===== src/rtl/pc_sequencer.sv =====
// Multi-phase program-counter sequencer: the PC advances once every PHASES
// cycles of a single clock. It supports stall, halt, branch and a retired-instruction count.
module pc_sequencer #(
    parameter int PC_WIDTH     = 16,
    parameter int PHASES       = 8,
    parameter int RESET_VECTOR = 0,
    parameter int PC_INC       = 1,
    parameter int CNT_WIDTH    = 16
) (
    input  logic                       clock,
    input  logic                       clr,
    input  logic                       stall,
    input  logic                       halt,
    input  logic                       branch_en,
    input  logic [PC_WIDTH-1:0]        branch_target,
    output logic [PC_WIDTH-1:0]        pc,
    output logic [$clog2(PHASES)-1:0]  phase,
    output logic                       commit,
    output logic                       pc_wrap,
    output logic [1:0]                 state,
    output logic [CNT_WIDTH-1:0]       retired
);

    localparam int PH_W = $clog2(PHASES);

    localparam logic [1:0] ST_RUN   = 2'd0;
    localparam logic [1:0] ST_STALL = 2'd1;
    localparam logic [1:0] ST_HALT  = 2'd2;

    localparam logic [PH_W-1:0]     PH_LAST = PH_W'(PHASES - 1);
    localparam logic [PC_WIDTH-1:0] PC_RST  = PC_WIDTH'(RESET_VECTOR);
    localparam logic [PC_WIDTH:0]   INC_EXT = (PC_WIDTH + 1)'(PC_INC);

    logic [PC_WIDTH-1:0]  r_pc;
    logic [PH_W-1:0]      r_phase;
    logic                 r_wrap;
    logic [1:0]           r_state;
    logic [CNT_WIDTH-1:0] r_retired;

    logic                 w_adv;
    logic                 w_commit;
    logic [PC_WIDTH:0]    w_sum;

    // Handshake-free block: commit is a pure function of the current state and inputs,
    // and it is asserted for the single cycle whose rising edge retires the instruction.
    assign w_adv    = clr && (r_state == ST_RUN) && !stall;
    assign w_commit = w_adv && (r_phase == PH_LAST);
    assign w_sum    = {1'b0, r_pc} + INC_EXT;

    always_ff @(posedge clock) begin
        if (!clr) begin
            r_pc      <= PC_RST;
            r_phase   <= '0;
            r_wrap    <= 1'b0;
            r_state   <= ST_RUN;
            r_retired <= '0;
        end else begin
            r_wrap <= 1'b0;
            case (r_state)
                ST_RUN: begin
                    if (stall) begin
                        r_state <= ST_STALL;
                    end else if (w_commit) begin
                        r_phase   <= '0;
                        r_retired <= r_retired + 1'b1;
                        if (halt) begin
                            r_state <= ST_HALT;
                        end else if (branch_en) begin
                            r_pc <= branch_target;
                        end else begin
                            r_pc   <= w_sum[PC_WIDTH-1:0];
                            r_wrap <= w_sum[PC_WIDTH];
                        end
                    end else begin
                        r_phase <= r_phase + 1'b1;
                    end
                end
                ST_STALL: begin
                    if (!stall) begin
                        r_state <= ST_RUN;
                    end
                end
                default: begin
                    // HALT (and the unused encoding) is left only through clr.
                    r_state <= r_state;
                end
            endcase
        end
    end

    assign pc      = r_pc;
    assign phase   = r_phase;
    assign commit  = w_commit;
    assign pc_wrap = r_wrap;
    assign state   = r_state;
    assign retired = r_retired;

endmodule


===== config.mk =====
export PLATFORM = sky130hd
export DESIGN_NAME = pc_sequencer
export DESIGN_NICKNAME = d
export VERILOG_FILES = /design/src/rtl/pc_sequencer.sv
export SDC_FILE = /design/constraint.sdc
export NUM_CORES = 1
export LEC_CHECK = 0
export BUFFER_PORTS_ARGS = -buffer_cell sky130_fd_sc_hd__buf_2
export CORE_MARGIN = 4
export CORE_UTILIZATION = 35
export DETAILED_ROUTE_END_ITERATION = 7
export GPL_TIMING_DRIVEN = 0
export PLACE_DENSITY = 0.59
export SLEW_MARGIN = 20
export SYNTH_ARGS = -nofsm -noshare
export SYNTH_HDL_FRONTEND = slang
export SYNTH_SLANG_ARGS = --single-unit

===== constraint.sdc =====
create_clock -name clock -period 7 [get_ports clock]
set_input_delay 0.35 -clock clock [delete_from_list [all_inputs] [get_ports clock]]
set_output_delay 0.35 -clock clock [all_outputs]
set_load 0.05 [all_outputs]

Yosys cells after proc, flatten, opt, wreduce, memory -nomap -nowiden --
Index checks and enable logic that the tools add are counted.
Storage, ports and cells: logic and storage cells 36, output and inout bits 39, flip-flop bits (word level) 38, input port bits 21
Operators by class: reductions and logical operators 11, $add $sub $neg 3, muxes and demuxes 7, equality and inequality tests 5, bitwise operators 5
Operator list (number):
- $add 16x1->17 const B | 1
- $add 16x1->16 const B | 1
- $mux 16 | 1
- $mux 2 | 4
- $reduce_and 4->1 | 2
- $ne 3x3->1 const B | 2
- $reduce_or 6->1 | 1
- $not 1->1 | 5
- $pmux 2 s2 | 1
- $add 3x1->3 const B | 1
- $eq 3x3->1 const B | 1
- $logic_and 1x1->1 | 3
- $mux 3 | 1
- $reduce_and 3->1 | 1
- $eq 2x1->1 const B | 1
- $logic_not 2->1 | 1
- $ne 2x2->1 const B | 1
- $reduce_and 2->1 | 1
- $reduce_bool 2->1 | 1
- $logic_not 1->1 | 1

Logic depth before layout (Yosys ltp) --
Gate-level depths: netlist (run 1).
depth in word-level cells 7, gate-level depth with buffers 8, depth with buffers taken out 6

Least setup slack after synthesis (run 1) --
No wires, ideal clock.
kind register to output, start register r_phase[0] (netlist: phase[0]), end output port commit, buffers on the path 1, slack 4.256 ns, data required time 6.650 ns, arrival 2.394 ns, stages on the path, launching flop included 6, cells stage by stage dfxtp_1 ha_1 ha_1 or4b_4 clkbuf_1 nor2_1
On the way: cells in the longest elaborated chain, start to end 2
RTL lines:
- start, declared | line 35 | logic [PH_W-1:0] r_phase;
- start signal, assigned | line 75 | r_phase <= r_phase + 1'b1;
- $eq 3x3->1 | line 47 | assign w_commit = w_adv && (r_phase == PH_LAST);
- $logic_and 1x1->1 | line 47
- end, declared | line 18 | output logic commit,
No other way between the ends.

Worst setup path after layout (run 1) --
start register r_phase[0] (netlist: phase[0]), end register r_pc[15] (netlist: pc[15])
On the way: cells in the longest elaborated chain, start to end 3
RTL lines:
- $eq 3x3->1 | line 47
- $logic_and 1x1->1 | line 47
- $reduce_and 4->1 (no line)
- end signal, assigned | line 69 | r_pc <= branch_target;
- end signal, assigned | line 71 | r_pc <= w_sum[PC_WIDTH-1:0];
- end, declared | line 34 | logic [PC_WIDTH-1:0] r_pc;
No other way between the ends. A chain may end at the register's enable or synchronous reset.

==> metrics, run 1 <==
data arrival time of the worst path=2.94 ns; register area=760.7 sq um; Post-CTS Hold Buffers=0; CTS Sinks=38; Final min period=2.721 ns; CTS tree=yes; routed vias/inst=5.314; nets=344; most frequent cells in the layout=buf_2, dfxtp_1, nand2_1; Diodes inserted=0; count of warnings emitted by yosys=0; Clock Pin Slew Worst Setup and Hold Paths=0.08 ns; status=completed; skew final=0.007993 ns; Synth Net Count=279; Main synth FF type=dfxtp_1; mapped cell area=2011 sq um; fill count=584; max-cap violation count=0; ys async rst share=0; critical path type=flip-flop to flip-flop; clk_lat worst skew=0.29 ns; Final GP Congestion=0.8031; FF+latch count, synth=38; routed via count=2,083; VDD IR max=88.53 uV; final setup violation count=0; first-pass GRT wire length=9791 microns; layout cells sized above 1=0.2281; drt drc=0; Tightest Pin Transition=0.8743 ns; largest net degree at the start of global routing=13; unrepaired setup endpoints after global routing=false; Hold Path Class=input pin to flip-flop; number of port buffers=58; commonest non-fill, non-tap cell in the layout=buf_2; CTS root buf=clkbuf_8; DIE AREA=7022 sq um; CP required=7.22 ns; grt total ovfl=0; CTS max path bufs=2; number of global-route vias before repair=2,008; area grow syn2layout=24.33%; multi-input combinational cell area=1165 sq um; total track usage=0.1684; DR pass1 iterations=4; H-tree depth=2; Final Core Density=0.4512; wirelength, routed=5641 microns; setup repair bufs after CTS=0; Seq/Total Area, Yosys=0.3783; slew margin rel.=0.4089; Starting Density=0.3629; reg-to-reg startpoint=phase[0]; number of flops mapped to enable cells by yosys=0; Max Freq=0.3675 GHz; post-route ant nets=0; hold path start=halt; Power Density=172.6 nW/um^2; Setup crit end kind=flip-flop; Die X=83.80 microns; final slew viol count=0; Syn Inst Count=254; CP Launch Type=flip-flop; WL per Instance=14.39 microns; DR iter-0 viols=129; num ports=60; post-cts sizing count=0; CP startpoint=phase[0]; initial antenna violation count=0; critical-path maximum fanout=10; leakage power=0.9744 nW; Setup TNS=0 ns; number of library cell types mapped by synthesis=47; Die Y=83.80 microns; TritonCTS Buffers=5; DPL Wire Length=4119 microns; Final Hold Fails=0; synthesized area per cell=7.916 sq um; Tcrit/Tclk final=0.3887; Rows=27; Overall Power=0.4315 mW; CORE AREA=5540 sq um
-- power by group --
| group | switching [mW] | internal [mW] |
|---|---|---|
| clock | 0.0780 | 0.105 |
| combinational | 0.0196 | 0.0107 |
| sequential | 0.00114 | 0.217 |
-- registers in the layout (all words and copies together) (netlist names) --
signal and cells:
retired 16, pc 16, pc_wrap 1, phase 3
state 2
-- stage by stage --
stage | hold slack, ns | instances | worst slack (ns) | area [sq um]
after floorplan | 0.4907 | 254 | 4.256 | 2011
after global placement | 0.4513 | 384 | 4.276 | 2391
after detailed placement | 0.4646 | 384 | 4.335 | 2391
after CTS | 0.3061 | 392 | 4.291 | 2500
after global routing | 0.3311 | 392 | 4.021 | 2500
final | 0.3149 | 392 | 4.279 | 2500
-- layer usage --
| layer | GRT usage | vias up | share of wire |
|---|---|---|---|
| met1 | 0.2228 | 958 | 0.47 |
| met5 | 0 | - | 0 |
| met4 | 0.05263 | 0 | 0.011 |
| li1 | - | 1057 | - |
| met2 | 0.2661 | 63 | 0.45 |
| met3 | 0.04541 | 5 | 0.068 |
-- cells in the mapped netlist (all sizes together) (3+ instances only) --
master  number  share of area
mux2i        7          0.035
nor3         8          0.020
nand3       12          0.030
dfxtp       38           0.38
nand4        7          0.022
o21ai       14          0.035
nand2       29          0.054
a21oi       16          0.040
inv          7          0.013
a31oi        4          0.012
xnor2        5          0.022
ha           4          0.025
a32o         3          0.015
or3         12          0.037
clkbuf      12          0.022
or2          3         0.0093
o31ai        3          0.011
nor2        22          0.041
nor4         6          0.019
buf          3         0.0068
nand2b       6          0.019
-- area by class of cell --
cell class / instances / area share
Buffer: 15 / 0.02352
Clock buffer: 5 / 0.02753
Clock inverter: 3 / 0.01602
Inverter: 7 / 0.01051
Multi-Input combinational cell: 194 / 0.4660
Sequential cell: 38 / 0.3043
Tap cell: 72 / 0.03604
Timing Repair Buffer: 58 / 0.1161
-- path summary, 6_finish.rpt --
kind / slack (ns) / endpoint / cells past startpoint
max: 4.28 / pc[15] / 8
min: 0.31 / state[1] / 3
max reg2reg: 4.28 / pc[15] / 8
min reg2reg: 0.47 / retired[15] / 2
-- critical path, cell delays in order, from the launching register on --
cell and delay (ns):
dfxtp_1 0.39, ha_1 0.17, ha_1 0.18, or4b_4 0.49, clkbuf_1 0.24, nor2_1 0.38
clkbuf_1 0.48, nand3_1 0.14, a31oi_1 0.18
-- cells by family (layout without fill, tap and decap cells) --
kind of cell,count (synthesis),count (layout),synth area share
and+or+nand+nor,118,118,0.3037
AOI/OAI and AO/OA,58,58,0.1854
DFF,38,38,0.3783
buffers and inverters,22,88,0.04231
xor gates and xnor gates,7,7,0.03049
muxes,7,7,0.03485
adders and majority gates,4,4,0.02489
No activity file was read; power rests on OpenSTA's default activity.
==> inputs of run 2 (changes only) <==
Settings changed: PLACE_DENSITY 0.59 to 0.61.
Clock period 7 ns to 2.2 ns, I/O delays scaled along.
==> run 2 against run 1 <==
The flow now finishes with violations (setup timing); clock skew fell by 0.0024 ns; worst setup slack got worse by 4.3 ns; sequential cell count did not move; final area rose by 3.9%; register-to-register slack got worse by 4.3 ns; combinational power rose to 3.4 times the previous value.
==> metrics, run 2 (synthesis results as in run 1) <==
status=complete, but fails checks; violated checks=setup timing; Clk pwr share=0.413 (-0.011); num ports=60 (unchanged); final worst slack=-0.05341 ns (-4.333 ns); CP Launch Type=flip-flop; wirelength, routed=5855 microns (+3.8%); slowest stage cell on the critical path=or4_4; Die Y=83.80 microns (unchanged); DR pass1 iterations=4 (unchanged); Flop pwr share=0.511 (+0.005); initial antenna violation count=0 (unchanged); met1 Usage GRT=0.2193 (-0.003462); final setup violation count=1 (+1); Final GP Congestion=0.8348 (+3.9%); layout cells sized above 1=0.2733 (+0.04517); largest net degree at the start of global routing=14 (+1); leakage power=0.9857 nW (+1.2%); WL per Instance=14.86 microns (+3.3%); Hold Path Class=input pin to flip-flop; Final min period=2.253 ns (-0.4674 ns); Clock Pin Slew Worst Setup and Hold Paths=0.08 ns (about the same); CP required=2.39 ns (-4.83 ns); Starting Density=0.3629 (unchanged); area grow syn2layout=29.12%; Overall Power=1.359 mW (+220%); H-tree depth=2 (unchanged); pre-CTS setup slack=-0.1581 ns (-4.493 ns); Min Hold Slack=0.05324 ns (-0.2617 ns); most frequent cells in the layout=buf_2, dfxtp_1, nand2_1; r2r worst-path depth=6 (-2); global-route track usage on met3=0.04541 (unchanged); worst-path cell chain=ha_4, ha_4, or4b_4, or4_4, or3_4, mux2i_1; routed vias/inst=5.434 (+2.3%); Post-CTS Hold Buffers=0 (unchanged); placed inst area=2439 sq um (+2.0%); max-cap violation count=0 (unchanged); slew margin rel.=0.6174 (+0.2085); grt total ovfl=0 (unchanged); Die X=83.80 microns (unchanged); CORE AREA=5540 sq um (unchanged); data arrival time of the worst path=2.44 ns (-0.50 ns); Setup TNS=-0.05341 ns (-0.05341 ns); nets=346 (+0.58%); post-route ant nets=0 (unchanged); number of port buffers=58 (unchanged); CP endpoint=retired[15]; first-pass GRT wire length=9908 microns (+1.2%); unrepaired setup endpoints after global routing=true; Final Hold Fails=0 (unchanged); clk_lat worst skew=0.30 ns (about the same); VDD IR max=240.7 uV (+170%); Setup crit end kind=flip-flop; reg-to-reg startpoint=phase[1]; final cell count without fillers=394 (+0.51%); Tightest Pin Transition=0.5686 ns (-0.3057 ns); drt drc=0 (unchanged); reg2reg end=retired[15]; total track usage=0.1719 (+0.003517); Tcrit/Tclk final=1.024 (+0.6356); flop2flop setup slack=-0.05 ns (-4.33 ns); Rows=27 (unchanged); Largest stage delay, worst path=0.54 ns (+0.05 ns); most used cell, CP=ha_4; CTS Sinks=38 (unchanged); met2 Usage GRT=0.2827 (+0.01663); CP startpoint=phase[1]; DPL Wire Length=4141 microns (+0.53%); busiest layer in global routing=met2; internal power=1.020 mW (+210%); Post-Place Cells=384 (unchanged); critical path type=flip-flop to flip-flop; Sw Ratio=0.2498 (+0.02096); skew final=0.005558 ns (-0.002435 ns); routed via count=2,141 (+2.8%); Final Core Density=0.4686 (+0.01739); CTS tree=yes; Max Freq=0.4438 GHz (+21%); Finished Cell Area=2596 sq um (+3.9%); combinational share of power=0.076 (+0.006); DR iter-0 viols=119 (-7.8%); Psw=0.3396 mW (+240%); DIE AREA=7022 sq um (unchanged); TritonCTS Buffers=5 (unchanged); Power Density=523.6 nW/um^2 (+200%); CTS root buf=clkbuf_8; Diodes inserted=0 (unchanged); commonest non-fill, non-tap cell in the layout=buf_2; final slew viol count=0 (unchanged); critical-path maximum fanout=5 (-5); CTS max path bufs=2 (unchanged); number of global-route vias before repair=2,033 (+1.2%)
[run 2: repair_timing]
action                                  4_1_cts  5_1_grt
cloned                                        1        0
endpoints found under the setup margin       19       20
setup buffers                                 3        0
gates resized for setup                       5        8
pin swaps                                     0        1
[run 2: worst min-delay path by stage]
| stage | cells after the start | start | end | slack, ns |
|---|---|---|---|---|
| after detailed placement | 3 | halt | state[1] | 0.37 |
| after global placement | 3 | halt | state[1] | 0.36 |
| after global routing | 3 | halt | state[1] | 0.09 |
| after CTS | 3 | halt | state[1] | 0.05 |
| after floorplan | 2 | halt | state[1] | 0.25 |
| final | 3 | halt | state[1] | 0.05 |
[run 2: metal layers]
layer	wire (microns)	vias to the layer above	part of all wire
met5	0	-	0
met4	73	0	0.012
met3	423	8	0.072
met2	2683	65	0.46
met1	2674	1003	0.46
li1	-	1065	-
[run 2: power groups by stage]
| stage | Sequential (mW) | Clock [mW] | Combinational (mW) |
|---|---|---|---|
| after global routing | 0.696 | 0.613 | 0.116 |
| after floorplan | 0.724 | 0 | 0.0471 |
| after detailed placement | 0.711 | 0 | 0.0987 |
| after global placement | 0.711 | 0 | 0.0975 |
| final | 0.694 | 0.562 | 0.103 |
| after CTS | 0.694 | 0.578 | 0.104 |
[run 2: cell type report]
| type | instances | area, sq um |
|---|---|---|
| sequential | 38 | 769.5 |
| tap | 72 | 90.09 |
| inverter | 7 | 26.28 |
| timing repair buffer | 61 | 312.8 |
| clock buffer | 6 | 93.84 |
| clock inverter | 2 | 15.01 |
| multi-input combinational | 195 | 1227 |
| fill | 579 | 2944 |
| buffer | 13 | 61.31 |
[run 2: critical path, delay by kind of cell, from the launching register on]
family / cells / cell delay, ns
muxes: 1 / 0.12
and+or+nand+nor: 3 / 1.42
DFF: 1 / 0.36
adders and majority gates: 2 / 0.25
==> inputs of run 3 (changes only) <==
Settings changed: PLACE_DENSITY 0.61 to 0.59.
Clock period 2.2 ns to 2.4 ns, I/O delays scaled along.
==> run 3 against run 2 <==
The flow now finishes without violations; sequential cell count unchanged; clock power decreased by 1%; cell count decreased by 0.76%; global-route usage decreased by 0.29 points; critical endpoint unchanged; largest power group unchanged.
==> metrics, run 3 (synthesis results as in run 1) <==
Final Hold Fails=0 (unchanged); CTS max path bufs=2 (unchanged); multi-input combinational cell area=1210 sq um (-1.4%); nets=344 (-0.58%); data arrival time of the worst path=2.49 ns (+0.05 ns); Power Density=499.9 nW/um^2 (-4.5%); Final min period=2.311 ns (+0.05778 ns); Hold Path Class=input pin to flip-flop; DPL Wire Length=4152 microns (+0.26%); status=completed; DIE AREA=7022 sq um (unchanged); initial antenna violation count=0 (unchanged); placed inst area=2425 sq um (-0.56%); Largest stage delay, worst path=0.51 ns (-0.03 ns); Rows=27 (unchanged); Die X=83.80 microns (unchanged); TritonCTS Buffers=5 (unchanged); setup repair bufs after CTS=0 (-3); Die Y=83.80 microns (unchanged); wirelength, routed=5849 microns (-0.10%); critical-path maximum fanout=5 (unchanged); total track usage=0.1690 (-0.002868); hold depth=3 (unchanged); CORE AREA=5540 sq um (unchanged); WL per Instance=14.96 microns (+0.66%); Max Freq=0.4327 GHz (-2.5%); slowest stage cell on the critical path=or4_4; Bufs and invs on worst path=1 (+1); critical path type=flip-flop to flip-flop; unrepaired setup endpoints after global routing=false; Finished Cell Area=2570 sq um (-1.0%); Setup crit end kind=flip-flop; layout cells sized above 1=0.2633 (-0.009969); fill count=581 (+0.35%); DR pass1 iterations=4 (unchanged); drt drc=0 (unchanged); Tightest Pin Transition=0.8443 ns (+0.2756 ns); CP required=2.58 ns (+0.19 ns); Min Hold Slack=0.07477 ns (+0.02153 ns); Post-CTS Hold Buffers=0 (unchanged); VDD IR max=314.8 uV (+31%); Tcrit/Tclk final=0.9630 (-0.06128); leakage power=0.9839 nW (-0.18%); number of port buffers=58 (unchanged); clk_lat worst skew=0.29 ns (about the same); most frequent cells in the layout=buf_2, dfxtp_1, nand2_1; CTS root buf=clkbuf_8; cell family with the largest share of critical-path delay=simple AND/OR/NAND/NOR gates; r2r worst-path depth=7 (+1); most used cell, CP=ha_4; DR iter-0 viols=149 (+25%); final slew viol count=0 (unchanged); Final GP Congestion=0.8798 (+5.4%); routed vias/inst=5.391 (-0.79%); final setup violation count=0 (-1); Starting Density=0.3629 (unchanged); commonest non-fill, non-tap cell in the layout=buf_2; first-pass GRT wire length=9949 microns (+0.41%); H-tree depth=2 (unchanged); worst-path cell chain=ha_4, ha_4, or4b_4, or4_4, buf_6, or3_4, mux2i_1; CP Launch Type=flip-flop; max-cap violation count=0 (unchanged); largest net degree at the start of global routing=12 (-2); Clock Pin Slew Worst Setup and Hold Paths=0.08 ns (about the same); register area=769.5 sq um (unchanged); logic depth of the worst path, buffers included=7 (+1); number of global-route vias before repair=2,012 (-1.0%); area grow syn2layout=27.82%; routed via count=2,108 (-1.5%); skew final=0.007883 ns (+0.002325 ns); CTS tree=yes; grt total ovfl=0 (unchanged); Diodes inserted=0 (unchanged); post-route ant nets=0 (unchanged); num ports=60 (unchanged); slew margin rel.=0.4292 (-0.1882); CTS Sinks=38 (unchanged)
run 3: cell types whose count changed in the layout (fill, tap and decap cells not counted), moves of 2 or more:
cell,before,now
clkinvlp_4,2,0
o21ai_1,3,0
buf_4,4,0
o21ai_0,11,14
clkbuf_2,0,2
run 3: worst min-delay path, delay by kind of cell:
family	cells	cell delay [ns]
and+or+nand+nor	1	0.07
buffers and inverters	1	0.08
AOI/OAI and AO/OA	1	0.05
run 3: per-stage QoR:
step	std cells	utilization	power (mW)	setup TNS, ns	worst slack [ns]
after global routing	391	0.4639	1.341	0	0.01098
after CTS	391	0.4587	1.303	0	0.02407
final	391	0.4639	1.285	0	0.08881
after global placement	384	0.4377	0.7419	-0.4848	-0.1345
after detailed placement	384	0.4377	0.7427	-0.3296	-0.1022
after floorplan	254	-	0.7064	0	0.01021
run 3: layout make-up:
type / instances / area share
plain buffers: 14 / 0.02580
multi-input cells: 194 / 0.4708
repair buffers: 59 / 0.1149
clock inverters: 1 / 0.01168
clock buffers: 6 / 0.03213
well taps: 72 / 0.03505
flip-flops and latches: 38 / 0.2994
inverters: 7 / 0.01022
run 3: metal layers:
metal	global-route usage	routed length, microns	vias up
li1	-	-	1059
met1	0.2343	2750	968
met2	0.2625	2675	77
met3	0.04837	394	4
met4	0.03216	29	0
met5	0	0	-
run 3: report_power, final:
part,switching [mW],internal (mW)
Combinational,0.0592,0.0323
Sequential,0.00436,0.633
Clock,0.223,0.333
Total,0.287,0.998
run 3: final timing paths:
| check | startpoint | end | slack (ns) |
|---|---|---|---|
| max | phase[0] | retired[15] | 0.09 |
| min | halt | state[1] | 0.07 |
| max reg2reg | phase[0] | retired[15] | 0.09 |
| min reg2reg | retired[15] | retired[15] | 0.48 |
run 3: timing repair:
| action | CTS | global route |
|---|---|---|
| pin swaps | 0 | 1 |
| gates cloned | 0 | 1 |
| gates resized for setup | 2 | 10 |
| endpoints found under the setup margin | 13 | 16 |
